[config.mk]
export PLATFORM = sky130hd
export DESIGN_NAME = sys_array_result_drain
export DESIGN_NICKNAME = d
export VERILOG_FILES = /design/src/rtl/sys_array_pkg.sv /design/src/rtl/sys_array_index_counter.sv /design/src/rtl/sys_array_result_drain.sv
export SDC_FILE = /design/constraint.sdc
export NUM_CORES = 1
export LEC_CHECK = 0
export ABC_AREA = 1
export CAP_MARGIN = 20
export CORE_MARGIN = 5
export CORE_UTILIZATION = 57
export CTS_BUF_LIST = sky130_fd_sc_hd__clkbuf_8
export CTS_CLUSTER_DIAMETER = 200
export DETAILED_ROUTE_END_ITERATION = 10
export HOLD_SLACK_MARGIN = 0.08
export PLACE_DENSITY_LB_ADDON = 0.2
export RECOVER_POWER = 50
export SYNTH_ARGS = -nofsm -noshare
export SYNTH_HDL_FRONTEND = slang
export SYNTH_HIERARCHICAL = 1
export SYNTH_SLANG_ARGS = --single-unit
[constraint.sdc]
create_clock -name clk -period 3.9 [get_ports clk]
set_input_delay 0.78 -clock clk [delete_from_list [all_inputs] [get_ports clk]]
set_output_delay 0.78 -clock clk [all_outputs]
set_load 0.02 [all_outputs]
[src/rtl/sys_array_pkg.sv]
// Shared types and width helpers for the systolic-array result drain.
package sys_array_pkg;

  typedef enum logic [0:0] {
    IDLE,
    STREAM
  } drain_state_t;

  localparam int DEFAULT_DATA_WIDTH = 8;

  // Index width for a dimension of n entries, never narrower than one bit.
  function automatic int idx_width(input int n);
    return (n <= 1) ? 1 : $clog2(n);
  endfunction

  function automatic int result_width(input int dw);
    return 2 * dw;
  endfunction

  typedef logic [result_width(DEFAULT_DATA_WIDTH)-1:0] result_t;

endpackage

[src/rtl/sys_array_index_counter.sv]
// Two-level wrap counter: inner runs 0..inner_max, then outer steps; both wrap after the last pair.
module sys_array_index_counter
  import sys_array_pkg::*;
#(
  parameter int INNER_WIDTH = 1,
  parameter int OUTER_WIDTH = 1
) (
  input  logic                   clk,
  input  logic                   reset_n,
  input  logic                   clear,
  input  logic                   advance,
  input  logic [INNER_WIDTH-1:0] inner_max,
  input  logic [OUTER_WIDTH-1:0] outer_max,
  output logic [INNER_WIDTH-1:0] inner,
  output logic [OUTER_WIDTH-1:0] outer,
  output logic                   at_last
);

  always_ff @(posedge clk or negedge reset_n) begin
    if (!reset_n) begin
      inner <= '0;
      outer <= '0;
    end else if (clear) begin
      inner <= '0;
      outer <= '0;
    end else if (advance) begin
      if (inner == inner_max) begin
        inner <= '0;
        outer <= (outer == outer_max) ? '0 : outer + OUTER_WIDTH'(1);
      end else begin
        inner <= inner + INNER_WIDTH'(1);
      end
    end
  end

  assign at_last = (inner == inner_max) && (outer == outer_max);

endmodule

[src/rtl/sys_array_result_drain.sv]
// Captures the fetcher's result matrix on a rising res_valid and streams it out element by element.
// Define SYS_ARRAY_DRAIN_COL_MAJOR_EN for column-major order; row-major otherwise.
module sys_array_result_drain
  import sys_array_pkg::*;
#(
  parameter int DATA_WIDTH = 8,
  parameter int ARRAY_W_W  = 5,
  parameter int ARRAY_A_L  = 6
) (
  input  logic                                                  clk,
  input  logic                                                  reset_n,
  input  logic                                                  res_valid,
  input  logic [0:ARRAY_W_W-1][0:ARRAY_A_L-1][2*DATA_WIDTH-1:0] res_data,
  output logic                                                  out_valid,
  input  logic                                                  out_ready,
  output logic [2*DATA_WIDTH-1:0]                               out_data,
  output logic [idx_width(ARRAY_W_W)-1:0]                       out_row,
  output logic [idx_width(ARRAY_A_L)-1:0]                       out_col,
  output logic                                                  out_last,
  output logic                                                  busy,
  output logic                                                  done,
  output logic                                                  overrun
);

  localparam int ROW_W = idx_width(ARRAY_W_W);
  localparam int COL_W = idx_width(ARRAY_A_L);
  localparam logic [ROW_W-1:0] ROW_MAX = ROW_W'(ARRAY_W_W - 1);
  localparam logic [COL_W-1:0] COL_MAX = COL_W'(ARRAY_A_L - 1);

  drain_state_t state, next_state;
  logic res_valid_q;
  logic res_edge;
  logic capture;
  logic handshake;
  logic at_last;
  logic [0:ARRAY_W_W-1][0:ARRAY_A_L-1][2*DATA_WIDTH-1:0] buffer;

  assign res_edge  = res_valid & ~res_valid_q;
  assign capture   = (state == IDLE) & res_edge;
  assign out_valid = (state == STREAM);
  assign handshake = out_valid & out_ready;
  assign busy      = (state != IDLE);
  assign out_last  = at_last & out_valid;
  assign out_data  = buffer[out_row][out_col];

`ifdef SYS_ARRAY_DRAIN_COL_MAJOR_EN
  sys_array_index_counter #(
    .INNER_WIDTH(ROW_W),
    .OUTER_WIDTH(COL_W)
  ) u_index (
    .clk      (clk),
    .reset_n  (reset_n),
    .clear    (capture),
    .advance  (handshake),
    .inner_max(ROW_MAX),
    .outer_max(COL_MAX),
    .inner    (out_row),
    .outer    (out_col),
    .at_last  (at_last)
  );
`else
  sys_array_index_counter #(
    .INNER_WIDTH(COL_W),
    .OUTER_WIDTH(ROW_W)
  ) u_index (
    .clk      (clk),
    .reset_n  (reset_n),
    .clear    (capture),
    .advance  (handshake),
    .inner_max(COL_MAX),
    .outer_max(ROW_MAX),
    .inner    (out_col),
    .outer    (out_row),
    .at_last  (at_last)
  );
`endif

  always_ff @(posedge clk or negedge reset_n) begin
    if (!reset_n) begin
      state       <= IDLE;
      res_valid_q <= 1'b0;
      buffer      <= '0;
      done        <= 1'b0;
      overrun     <= 1'b0;
    end else begin
      state       <= next_state;
      res_valid_q <= res_valid;
      done        <= handshake & at_last;
      if (capture) begin
        buffer <= res_data;
      end
      // An edge arriving while a matrix is still held is dropped, including on the final handshake.
      if (res_edge && state == STREAM) begin
        overrun <= 1'b1;
      end
    end
  end

  always_comb begin
    next_state = state;
    case (state)
      IDLE:    if (res_edge) next_state = STREAM;
      STREAM:  if (handshake && at_last) next_state = IDLE;
      default: next_state = IDLE;
    endcase
  end

endmodule
### Word-level counts from Yosys, hierarchy flattened

Cells that the tools add are included.

* div/mod/pow operators: 0
* $lt $le $gt $ge: 2
* reductions and logical operators: 6
* bitwise logic cells: 9
* eq/ne operators: 2
* muxes and demuxes: 16
* shift operators: 0
* add/subtract/negate cells: 2
* multiply operators: 0

Operator list (number)
* 96-bit binary-select mux with 3-bit select: 1
* 96-bit 2-to-1 mux: 2
* 16-bit binary-select mux with 3-bit select: 1
* 16-bit 2-to-1 mux: 2
* 3-bit 2-to-1 mux: 7
* 4-bit >= comparator (second input constant): 2
* 3-bit NOT with 4-bit output: 2
* 3-bit by 1-bit adder with 3-bit output (second input constant): 2
* 3-bit == test (second input constant): 2
* 1-bit bitwise AND: 5
* 2-bit nonzero test: 2
* 1-bit logical AND: 3
* 1-bit 2-to-1 mux: 2
* 1-bit NOT: 2
* 1-bit one-hot mux with 2 select lines: 1
* 2-bit AND reduction: 1

* logic and storage cells: 73
* latch bits: 0
* flip-flop bits (word level): 490
* output and inout bits: 27
* bits of input ports: 484
* bits in writable memories: 0
* memories kept: 0
* memory bits (read-only): 0

### Logic depth before layout (Yosys ltp)

* depth in word-level cells: 7
* mapped depth: 14

### Modules after synthesis

Netlist, hierarchy kept.

Modules (own cells, without submodules)
* sys_array_result_drain: area each 23048.4 sq um, cells each 3196, instances 1
* sys_array_index_counter: area each 431.7 sq um, cells each 65, instances 1

### Worst setup path before layout

No wires, ideal clock.

* kind: register -> output
* from: reg u_index.outer[0]
* to: out out_data[14]
* stages on the path, launching flop included: 11
* required time: 3120 ps
* path slack: 1438 ps
* path buffers: 4
* arrival time: 1682 ps
* cells stage by stage: dfrtp_1 -> buf_6 -> buf_6 -> buf_6 -> buf_2 -> o21ai_0 -> o22ai_1 -> nand2_1 -> o21ai_1 -> nand2_1 -> nand2_1

* word-level cells in the longest chain between the ends: 7

RTL lines
* from (decl): line sys_array_index_counter.sv:15 `output logic [OUTER_WIDTH-1:0] outer,`
* from (signal assigned): line sys_array_index_counter.sv:29 `outer <= (outer == outer_max) ? '0 : outer + OUTER_WIDTH'(1);`
* 3-bit NOT with 4-bit output (not written as such): line sys_array_result_drain.sv:44 `assign out_data = buffer[out_row][out_col];`
* 96-bit binary-select mux with 3-bit select: line sys_array_result_drain.sv:44
* 96-bit 2-to-1 mux (not written as such) (2 in series): line sys_array_result_drain.sv:44
* 16-bit binary-select mux with 3-bit select: line sys_array_result_drain.sv:44
* 16-bit 2-to-1 mux (not written as such) (2 in series): line sys_array_result_drain.sv:44
* to (decl): line sys_array_result_drain.sv:16 `output logic [2*DATA_WIDTH-1:0] out_data,`

Every way passes these cells. The select of a mux whose other input is x is not followed.

### Worst setup path in the final report

* from: reg u_index.outer[0]
* to: out out_data[10]

Same word-level chain as after synthesis.

==> metrics <==
Congestion Overflow GR 0; Total GRT Usage 36.8%; Routed WL 84.9 mm; CP Class reg2out; Initial Util 57.5%; Row Count between 70 and 80; Peak VDD IR 0.593 mV; die area 45400 um^2; initial antenna violation count 1; Highest Clock Rate 262 MHz; Max Cap Viol 2; non-filler cells, final 4304; Mapped Area between 20000 and 25000 um^2; period utilisation layout 97.8%; drt pass-1 iters 6; NumNets Final 4190; synthesis-to-finish area growth 30.8%; vias 23700; slowest stage delay, CP 590 ps; Mapped Cells 3261; crit path cell chain bufbuf_16, nor2_4, buf_12, nand2_1, nand3_1, nand2_1, o21ai_1, nand2_1, nand2_1, dlygate4sd2_1; endpoints failing setup 0; vias in the first global route 23300; Max FO, Critical Path 51; Worst Skew 28.2 ps; slew margin rel. -71.1%; syn avg cell area just over 7 um^2; Setup crit end kind primary output; number of synthesized register bits between 400 and 500; first-pass GRT wire length about 130 mm; Power per Cell Area 759 nW/um^2; slew at the pin with the worst max-slew slack 2570 ps; Seq/Total Area, Yosys 52.2%; Filler Cell Count 3160; CTS Buffer Depth 3; Worst-path clk slew 60 ps; HP Class reg2reg; CTS tree built; clock latency on the worst-skew pair 680 ps; Final Critical Period 3810 ps; top cell type's share of synthesized area 52.2%; TritonCTS buffer count 83; Antenna Nets Post-Route 0; Slew Limit Fails approximately 150; GPL Wtd Cong 1.00; DRC errors left 0; Via density 5.50; Netlist cell types 26; Worst EP arrival 3030 ps; Starting DRT DRC Count 2914; setup TNS 0 ps; status complete, but fails checks; Crit path buffers/inverters 3; YS warnings 6; CTS Root Buffer Type clkbuf_8; DR WL/cell 19.7 um; largest cells by area after synthesis dfrtp_1 (52%), nand2_1 (32%), nand3_1 (4.1%); Chip Width 213 um; final hold vios 0; crit start category flop; unrepaired setup endpoints after global routing false; failing checks capacitance limit, slew limit; cell mode on critical path nand2_1; H-tree lvl count 3; Req. time, crit path 3120 ps; layout cell share with drive strength beyond 1 under 10%; Core ar. between 40000 and 50000 um^2; largest net degree at the start of global routing between 200 and 250; CP max stage cell dfrtp_4; clk sink count 490; DIE HEIGHT 213 um; CP delay by family, top buffers and inverters; Ports 511; placed cell count about 4100; Yosys top cell by area dfrtp_1; Leakage 0.0161 uW; IO buf count 510; hpwl dp 58.8 mm
==> layout by cell type, fill, tap and decap left out, types with 3 or more instances in the layout <==
cell type and n:
a21oi_1 16, buf_12 16, buf_4 21, clkbuf_1 3
clkbuf_2 3, clkbuf_4 3, clkbuf_8 110, clkdlybuf4s50_1 492
clkinv_2 12, clkinvlp_4 3, conb_1 10, dfrtp_1 487
dlygate4sd2_1 14, inv_1 75, inv_6 3, nand2_1 1978
nand3_1 193, nor2_1 137, o211ai_1 32, o21ai_0 85
o21ai_1 30, o22ai_1 16, xnor2_1 3
==> flip-flops by register name, indices dropped and copies added, names as in the netlist <==
signal         cells
buffer           480
u_index/inner      3
u_index/outer      3
busy               1
done               1
overrun            1
res_valid_q        1
==> path summary, 6_finish.rpt <==
kind	start	endpoint	slack (ps)	cells after the start
setup reg to reg	busy	buffer[46]	690	5
setup / recovery	u_index/outer[0]	out_data[10]	90	10
max in group asynchronous	reset_n	buffer[292]	570	2
min in group asynchronous	reset_n	buffer[40]	860	1
hold reg to reg	buffer[124]	buffer[124]	470	2
hold / removal	buffer[124]	buffer[124]	470	2
==> final cells by class <==
cell class / count / area, um^2 / area share (%)
Inverter: 59 / 245 / 0.798
Multi-Input combinational cell: 2512 / 10100 / 32.8
Sequential cell: 490 / 12300 / 39.9
Timing Repair Buffer: 558 / 5700 / 18.5
Clock buffer: 110 / 1510 / 4.93
Clock inverter: 42 / 245 / 0.798
Tap cell: 532 / 666 / 2.17
Antenna cell: 1 / 2.50 / 0.00814
==> synthesized netlist by cell type, drive strengths merged <==
| library cell | instances |
|---|---|
| o21ai | 116 |
| o21bai | 1 |
| buf | 112 |
| xor2 | 1 |
| dfrtp | 490 |
| o22ai | 16 |
| inv | 57 |
| o211ai | 32 |
| xnor2 | 3 |
| nand3 | 195 |
| ha | 2 |
| nor2 | 141 |
| a31o | 1 |
| nand2 | 1978 |
| conb | 2 |
| a21oi | 16 |
| clkbuf | 96 |
| clkinv | 2 |
==> worst min-delay path, delay by kind of cell, from the launching register on <==
family / cells / cell delay (ps)
DFF: 1 / 340
and+or+nand+nor: 2 / 100
==> cells by family (layout without fill, tap and decap cells) <==
family	count (synthesis)	count (layout)	synth area share (%)
fa+ha+maj	2	2	0.107
compound gates	182	182	4.35
xor+xnor	4	4	0.149
simple gates	2314	2314	38.1
other cells	2	11	0.0320
buf+inv	267	769	5.01
flops	490	490	52.2
==> through the flow <==
| stage | setup slack, ps | area (um^2) | hold slack (ps) | util, % | power, uW |
|---|---|---|---|---|---|
| detailed placement | 519 | 29000 | 460 | 70.9 | 18200 |
| global route | 2.00 | 30700 | 491 | 75.2 | 24800 |
| floorplan | 1440 | 23500 | 444 | - | 14300 |
| global placement | 521 | 29000 | 453 | 70.9 | 18000 |
| CTS | 112 | 30800 | 162 | 75.4 | 23100 |
| finish | 85.8 | 30700 | 474 | 75.2 | 23300 |
==> report_power, final <==
group          internal (uW)  switching [uW]
Clock                   2610            2220
Combinational           3560            6480
Sequential              7150            1300
Total                  13300            9990
==> per-layer routing <==
metal  GRT usage (%)  wire length, um
met2            56.1            38600
met5               0                0
met1            51.0            33100
met3            8.57             9060
met4            16.1             4070
==> timing repair <==
action                                  in CTS  in global routing
gates resized for setup                     19                  4
endpoints found under the setup margin      14                  4
endpoints found under the hold margin        0                  0
pin swaps                                    1                  0
setup buffers                                2                  0
hold buffers                                 0                  0
cloned                                       1                  0
(Power assumes the default switching activity.)
